`src/rtl/rld_if.sv`:
```
// rld_if: port-A bundle of the shared dual-port SRAM.
//   clk       SRAM clock (driven by the master from its own clock)
//   addr      16-bit byte address
//   we        1 = write, 0 = read
//   data_in   write data toward the SRAM
//   data_out  read data from the SRAM, valid the cycle after addr
// master modport: the block driving the SRAM; slave modport: the SRAM.
interface rld_if;
   logic        clk;
   logic [15:0] addr;
   logic        we;
   logic [31:0] data_in;
   logic [31:0] data_out;

   modport master (output clk, addr, we, data_in, input data_out);
   modport slave  (input clk, addr, we, data_in, output data_out);
endinterface

```
`src/rtl/rld.sv`:
```
// rld: run-length decoder. Reads (count, byte) pairs from the shared SRAM
// starting at rle_addr, expands each into count copies of byte and writes the
// result back through port A, packed little-endian four bytes per word at
// message_addr. Start/done handshake matches the RLE compressor.
//
// Ports:
//   clk, nreset          clock, asynchronous active-low reset
//   start                begin decode (sampled in IDLE only)
//   rle_addr, rle_size   compressed frame byte address / length in bytes
//   message_addr         decoded output byte address
//   message_size         decoded byte count, valid while done=1
//   done                 decode complete, held until the next accepted start
//   error                (only with RLD_ERR_EN) zero count or odd rle_size seen
//   port_A               SRAM port A (rld_if master)
//
// Build option: define RLD_ERR_EN to add the error output.
module rld (
   input  logic        clk,
   input  logic        nreset,
   input  logic        start,
   input  logic [31:0] rle_addr,
   input  logic [31:0] rle_size,
   input  logic [31:0] message_addr,
   output logic [31:0] message_size,
   output logic        done,
`ifdef RLD_ERR_EN
   output logic        error,
`endif
   rld_if.master       port_A
);

   typedef enum logic [2:0] {
      S_IDLE, S_RD, S_CAP, S_EXPAND, S_WR, S_FLUSH, S_DONE
   } state_t;

   state_t      state_q;
   logic [31:0] rd_ptr_q, wr_ptr_q;
   logic [31:0] word_q;      // compressed word being expanded
   logic [31:0] buf_q;       // output pack buffer
   logic [31:0] data_q;      // registered write data
   logic [31:0] msize_q;
   logic [30:0] pairs_q;     // pairs still to decode, including the current one
   logic [7:0]  cnt_q;       // copies left of the current pair
   logic [1:0]  bidx_q;      // bytes already in the pack buffer
   logic        pair_sel_q;  // 0 = pair0 of word_q, 1 = pair1
   logic        word_done_q; // word_q fully consumed (remembered across WR)
   logic        we_q;
   logic        done_q;
`ifdef RLD_ERR_EN
   logic        err_q;
`endif

   // EXPAND-cycle next values
   logic        emit_d, pair_end_d, last_in_word_d, word_end_d, full_d;
   logic [7:0]  cur_byte_d;
   logic [30:0] pairs_d;
   logic [31:0] buf_d;
   logic [1:0]  bidx_d;

   always_comb begin
      cur_byte_d     = pair_sel_q ? word_q[31:24] : word_q[15:8];
      emit_d         = (cnt_q != 8'd0);
      // a zero-count pair ends immediately without emitting
      pair_end_d     = !emit_d || (cnt_q == 8'd1);
      // pair0 is the last valid pair of the word when only one pair remains
      last_in_word_d = pair_sel_q || (pairs_q == 31'd1);
      word_end_d     = pair_end_d && last_in_word_d;
      pairs_d        = pair_end_d ? pairs_q - 31'd1 : pairs_q;
      buf_d          = buf_q;
      if (emit_d) buf_d[{bidx_q, 3'b000} +: 8] = cur_byte_d;
      bidx_d         = bidx_q + {1'b0, emit_d};
      full_d         = emit_d && (bidx_q == 2'd3);
   end

   always_ff @(posedge clk or negedge nreset) begin
      if (!nreset) begin
         state_q     <= S_IDLE;
         rd_ptr_q    <= '0;
         wr_ptr_q    <= '0;
         word_q      <= '0;
         buf_q       <= '0;
         data_q      <= '0;
         msize_q     <= '0;
         pairs_q     <= '0;
         cnt_q       <= '0;
         bidx_q      <= '0;
         pair_sel_q  <= 1'b0;
         word_done_q <= 1'b0;
         we_q        <= 1'b0;
         done_q      <= 1'b0;
`ifdef RLD_ERR_EN
         err_q       <= 1'b0;
`endif
      end else begin
         case (state_q)
            S_IDLE: begin
               if (start) begin
                  rd_ptr_q <= rle_addr;
                  wr_ptr_q <= message_addr;
                  pairs_q  <= rle_size[31:1];
                  msize_q  <= '0;
                  buf_q    <= '0;
                  bidx_q   <= '0;
                  done_q   <= 1'b0;
`ifdef RLD_ERR_EN
                  err_q    <= rle_size[0];
`endif
                  state_q  <= (rle_size < 32'd2) ? S_DONE : S_RD;
               end
            end
            S_RD: state_q <= S_CAP;
            S_CAP: begin
               word_q      <= port_A.data_out;
               cnt_q       <= port_A.data_out[7:0];
               pair_sel_q  <= 1'b0;
               word_done_q <= 1'b0;
               rd_ptr_q    <= rd_ptr_q + 32'd4;
               state_q     <= S_EXPAND;
            end
            S_EXPAND: begin
               buf_q       <= buf_d;
               bidx_q      <= bidx_d;
               pairs_q     <= pairs_d;
               word_done_q <= word_end_d;
               if (emit_d) begin
                  msize_q <= msize_q + 32'd1;
                  cnt_q   <= cnt_q - 8'd1;
               end
`ifdef RLD_ERR_EN
               else err_q <= 1'b1;
`endif
               if (pair_end_d && !last_in_word_d) begin
                  pair_sel_q <= 1'b1;
                  cnt_q      <= word_q[23:16];
               end
               if (full_d) begin
                  state_q <= S_WR;
                  we_q    <= 1'b1;
                  data_q  <= buf_d;
               end else if (word_end_d) begin
                  if (pairs_d != 31'd0) state_q <= S_RD;
                  else if (bidx_d != 2'd0) begin
                     state_q <= S_FLUSH;
                     we_q    <= 1'b1;
                     data_q  <= buf_d;
                  end else state_q <= S_DONE;
               end
            end
            S_WR: begin
               we_q     <= 1'b0;
               wr_ptr_q <= wr_ptr_q + 32'd4;
               buf_q    <= '0;
               if (!word_done_q)          state_q <= S_EXPAND;
               else if (pairs_q != 31'd0) state_q <= S_RD;
               else                       state_q <= S_DONE;
            end
            S_FLUSH: begin
               we_q     <= 1'b0;
               wr_ptr_q <= wr_ptr_q + 32'd4;
               buf_q    <= '0;
               state_q  <= S_DONE;
            end
            S_DONE: begin
               done_q  <= 1'b1;
               state_q <= S_IDLE;
            end
            default: state_q <= S_IDLE;
         endcase
      end
   end

   assign port_A.clk     = clk;
   assign port_A.we      = we_q;
   assign port_A.addr    = we_q ? wr_ptr_q[15:0] : rd_ptr_q[15:0];
   assign port_A.data_in = data_q;
   assign message_size   = msize_q;
   assign done           = done_q;
`ifdef RLD_ERR_EN
   assign error          = err_q;
`endif

endmodule

```
`src/flat_wrapper.sv`:
```
// flat-port wrapper written by rule: the top's interface ports become plain ports
module rld_flat 
  (clk, nreset, start, rle_addr, rle_size, message_addr, message_size, done, port_A_clk, port_A_addr, port_A_we, port_A_data_in, port_A_data_out);
  rld_if port_A_i ();
  input  logic clk;
  input  logic nreset;
  input  logic start;
  input  logic [31:0] rle_addr;
  input  logic [31:0] rle_size;
  input  logic [31:0] message_addr;
  output logic [31:0] message_size;
  output logic done;
  output wire logic [$bits(port_A_i.clk)-1:0] port_A_clk;
  output wire logic [$bits(port_A_i.addr)-1:0] port_A_addr;
  output wire logic [$bits(port_A_i.we)-1:0] port_A_we;
  output wire logic [$bits(port_A_i.data_in)-1:0] port_A_data_in;
  input wire logic [$bits(port_A_i.data_out)-1:0] port_A_data_out;
  assign port_A_clk = port_A_i.clk;
  assign port_A_addr = port_A_i.addr;
  assign port_A_we = port_A_i.we;
  assign port_A_data_in = port_A_i.data_in;
  assign port_A_i.data_out = port_A_data_out;
  rld u_core (.clk(clk), .nreset(nreset), .start(start), .rle_addr(rle_addr), .rle_size(rle_size), .message_addr(message_addr), .message_size(message_size), .done(done), .port_A(port_A_i));
endmodule
```
`config.mk`:
```
export PLATFORM = sky130hd
export DESIGN_NAME = rld_flat
export DESIGN_NICKNAME = d
export VERILOG_FILES = /design/src/rtl/rld_if.sv /design/src/rtl/rld.sv /design/src/flat_wrapper.sv
export SDC_FILE = /design/constraint.sdc
export NUM_CORES = 1
export LEC_CHECK = 0
export ABC_CLOCK_PERIOD_IN_PS = 5100
export CAP_MARGIN = 40
export CORE_ASPECT_RATIO = 1.1
export CORE_UTILIZATION = 45
export DETAILED_ROUTE_END_ITERATION = 10
export PLACE_DENSITY = 0.75
export SKIP_LAST_GASP = 1
export SYNTH_ARGS = -nofsm -noshare
export SYNTH_HDL_FRONTEND = slang
export SYNTH_SLANG_ARGS = --single-unit
```
`constraint.sdc`:
```
create_clock -name clk -period 5.1 [get_ports clk]
set_input_delay 1.02 -clock clk [delete_from_list [all_inputs] [get_ports clk]]
set_output_delay 1.02 -clock clk [all_outputs]
set_load 0.02 [all_outputs]
```
-- After elaboration in Yosys (flattened, before gate mapping)
Index checks and enable logic that the tools add are counted.
- logic and storage cells: 117
- register bits after elaboration: 240
- input bits: 131
- output and inout bits: 83
- shift-type cells: 2
- add/sub/neg operators: 7
- reductions and logical operators: 33
- magnitude comparators: 1
- mux-type cells: 43
- eq/ne operators: 17
- operators by type and width (kind ; count):
    32-bit 2-to-1 mux ; 9
    32-bit case mux with 2 select lines ; 3
    32-bit case mux with 3 select lines ; 1
    32-bit by 3-bit adder with 32-bit output (second input constant) ; 2
    31-bit 2-to-1 mux ; 2
    31-bit case mux with 2 select lines ; 1
    31-bit nonzero test ; 2
    32-bit by 1-bit adder with 32-bit output (second input constant) ; 1
    32-bit bitwise mux ; 1
    32-bit by 2-bit less-than comparator with 1-bit output (second input constant) ; 1
    8-bit by 7-bit variable shift with 32-bit output (first input constant) ; 1
    8-bit by 7-bit indexed part select with 32-bit output ; 1
    31-bit by 1-bit == test with 1-bit output (second input constant) ; 1
    31-bit by 1-bit subtractor with 31-bit output (second input constant) ; 1
    8-bit 2-to-1 mux ; 3
    3-bit 2-to-1 mux ; 7
    3-bit case mux with 6 select lines ; 1
    2-bit nonzero test ; 9
    16-bit 2-to-1 mux ; 1
    8-bit case mux with 2 select lines ; 1
    2-bit AND reduction ; 8
    3-bit == test (second input constant) ; 3
    3-bit by 1-bit != test with 1-bit output (second input constant) ; 3
    8-bit by 1-bit == test with 1-bit output (second input constant) ; 1
    22 further kinds ; 39

-- Longest topological paths before layout
- word-level depth: 9
- mapped depth: 11
- depth with buffers taken out: 9

==> flow_summary.yaml <==
status:
  status: "finished, final reports clean"
yosys:
  synth_cell_types: 69
  synth_top_area_frac: 0.466
  yosysMostFrequentCell: "nand2_1"
  ys_ff_latch: 200
  syn_nets: 1317
  synthFlopType: "dfrtp_1"
  synth_edf_count: 0
  yosys-top-cells-area: "dfrtp_1 (47%), nand2_1 (7.4%), mux2_2 (4.9%)"
  synth_cells: 1172
  netlist_top_cells_count: "nand2_1 (213), dfrtp_1 (200), nor2_1 (96)"
  yosys.area.top_type: "dfrtp_1"
  ys_warn_count: 0
  synthArstFlopShare: 1.00
  avgSynthCellArea_um2: 9.17
  syn_area_um2: 10700
  yosysSeqAreaShare: 0.466
min_path:
  min_path_type: "input port to async pin"
critical_path:
  crit_fanout: 2
  crit_required_ns: 4.08
  cp-endpoint: "port_A_clk"
  r2r-start: "u_core.pairs_q[0]"
  crit_path_start_kind: "clock port"
  cp-end-kind: "output port"
  rr_worst_depth: 11
  critPathKind: "clock port to output port"
  critPathArrivalTime_ns: 3.32
  rrSetupSlack_ns: 1.22
  startpoint: "clk"
  reg2reg_to: "u_core.port_A.data_in[22]"
routing:
  antenna_left: 0
  wire_per_inst_um: 18.5
  drt_iter0_markers: 688
  dr_total_vias: 9649
  drt_wl_total_um: 30200
  dr.pass1.iters: 7
  viasPerCell: 5.90
  drcViolationCount: 0
global_route:
  met3_usage: 0.0408
  grt_pass1_wl_um: 48500
  antenna_found_initial: 0
  grt_busiest_layer: "met2"
  use_met1: 0.335
  track_usage: 0.252
  grtUsageMet2: 0.410
  grt_remaining_overflow: 0
  grt_pass1_vias: 9351
  grt_max_degree: 77
sta:
  fin_tns_setup_ns: 0
  max_slew.worst_pin.slew_ns: 1.02
  hold_violations: 0
  fin_skew_ns: 0.0181
  finalSetupViolations: 0
  slew_violations: 0
  grt_setup_unrepaired: "false"
  relSlewSlack: 0.318
finish:
  final_nets: 1467
  drive_gt1_frac: 0.0869
  num_antenna_cells: 0
  postLayoutCellArea_um2: 13500
  fill_cells: 2004
  syn_to_final_growth_pct: 25.8
pwr:
  powerDensity_nw_per_um2: 523
  fin_total_pwr_w: 0.00708
  ir_worst_vdd_mv: 0.288
  p_leak_nw: 5.68
place:
  dpl_cell_area_um2: 12800
  place_hpwl_um: 21000
  place_congestion: 0.885
  numPortBuffers: 180
cts:
  post_cts_buffers: 0
  cts-resized-gates: 0
  worstSkewPairLatency_ns: 0.56
  cts_tree: "done"
  cts_hold_buffers: 0
  path_clk_slew_ns: 0.08
job:
  maxCapViolations: 0
die:
  dieArea_um2: 24500
  die_height_um: 164
  num_rows: 58
  initial_core_util: 0.464
  io_pins: 214
  core-area_um2: 23100
  chipWidth_um: 149
==> power breakdown <==
group	switching [W]	total [W]	internal [W]	leakage, nW
clock	0.000712	0.00158	0.000865	0.347
combinational	0.00174	0.00292	0.00118	2.75
sequential	0.000531	0.00258	0.00205	2.59
total	0.00298	0.00708	0.00409	5.68
==> worst max-delay path, cell delays in order <==
cell and delay (ns):
clkbuf_16 0.12, clkbuf_16 0.13, clkdlybuf4s50_1 0.53
==> kinds of logic (layout without fill, tap and decap cells) <==
kind of cell / Yosys count / after routing / synth area share
AO/OA/AOI/OAI: 278 / 278 / 0.184
adder cells (fa/ha/maj): 14 / 14 / 0.0163
flip-flops: 200 / 200 / 0.466
multiplexers: 56 / 56 / 0.0576
AND/OR/NAND/NOR: 499 / 499 / 0.215
XOR/XNOR: 32 / 32 / 0.0261
buffers and inverters: 93 / 256 / 0.0359
==> per-stage QoR <==
step                utilization  cells  setup slack [ns]  hold WS [ns]
floorplan                     -   1172              1.40         0.440
global placement          0.551   1596              1.02         0.456
detailed placement        0.554   1600              1.02         0.469
CTS                       0.584   1635             0.753         0.455
global route              0.584   1635             0.751         0.471
finish                    0.584   1635             0.757         0.436
==> state kept, by name, summed over array words and instances, names as in the netlist, 2 cells and up <==
| name | cells |
|---|---|
| u_core.port_A.data_in | 32 |
| u_core.cnt_q | 8 |
| u_core.buf_q | 32 |
| u_core.rd_ptr_q | 16 |
| u_core.state_q | 3 |
| u_core.bidx_q | 2 |
| u_core.wr_ptr_q | 16 |
| u_core.word_q | 24 |
| u_core.message_size | 32 |
| u_core.pairs_q | 31 |
==> worst min-delay path by stage <==
| stage | cells after the start | to | slack, ns |
|---|---|---|---|
| finish | 1 | u_core.wr_ptr_q[8] | 0.44 |
| global route | 1 | u_core.wr_ptr_q[8] | 0.47 |
| CTS | 1 | u_core.wr_ptr_q[8] | 0.46 |
| detailed placement | 2 | u_core.word_q[19] | 0.47 |
| global placement | 2 | u_core.rd_ptr_q[1] | 0.46 |
| floorplan | 2 | u_core.wr_ptr_q[0] | 0.44 |
==> placed cells by master (no fill, tap or decap), types with 10 or more instances in the layout <==
master           count
nand2_1            213
dfrtp_1            200
clkdlybuf4s50_1    179
nor2_1              95
o21ai_0             54
nand3_1             54
a21oi_1             53
mux2_2              47
nor3_1              29
a22o_1              28
o31ai_1             26
inv_1               24
nor4_1              24
clkbuf_16           20
xor2_1              19
a31oi_1             17
or3_1               15
ha_1                14
xnor2_1             13
o211ai_1            13
o22ai_1             13
nand4_1             12
a221o_1             12
buf_4               12
or4_1               10
==> cell type report <==
type                       instances  area, µm²  area share
sequential                       200       5000       0.370
tap                              300        375      0.0278
clock buffer                      21        510      0.0378
clock inverter                    15        203      0.0150
timing repair buffer             196       1970       0.146
inverter                          24       90.1     0.00666
multi-input combinational        879       5360       0.397
==> routing by layer <==
layer  wire length [µm]  share of wire
met5                  0              0
met4                669          0.022
met3               1520          0.050
met2              14700           0.48
met1              13400           0.44
Power figures use the tool's default switching activity.
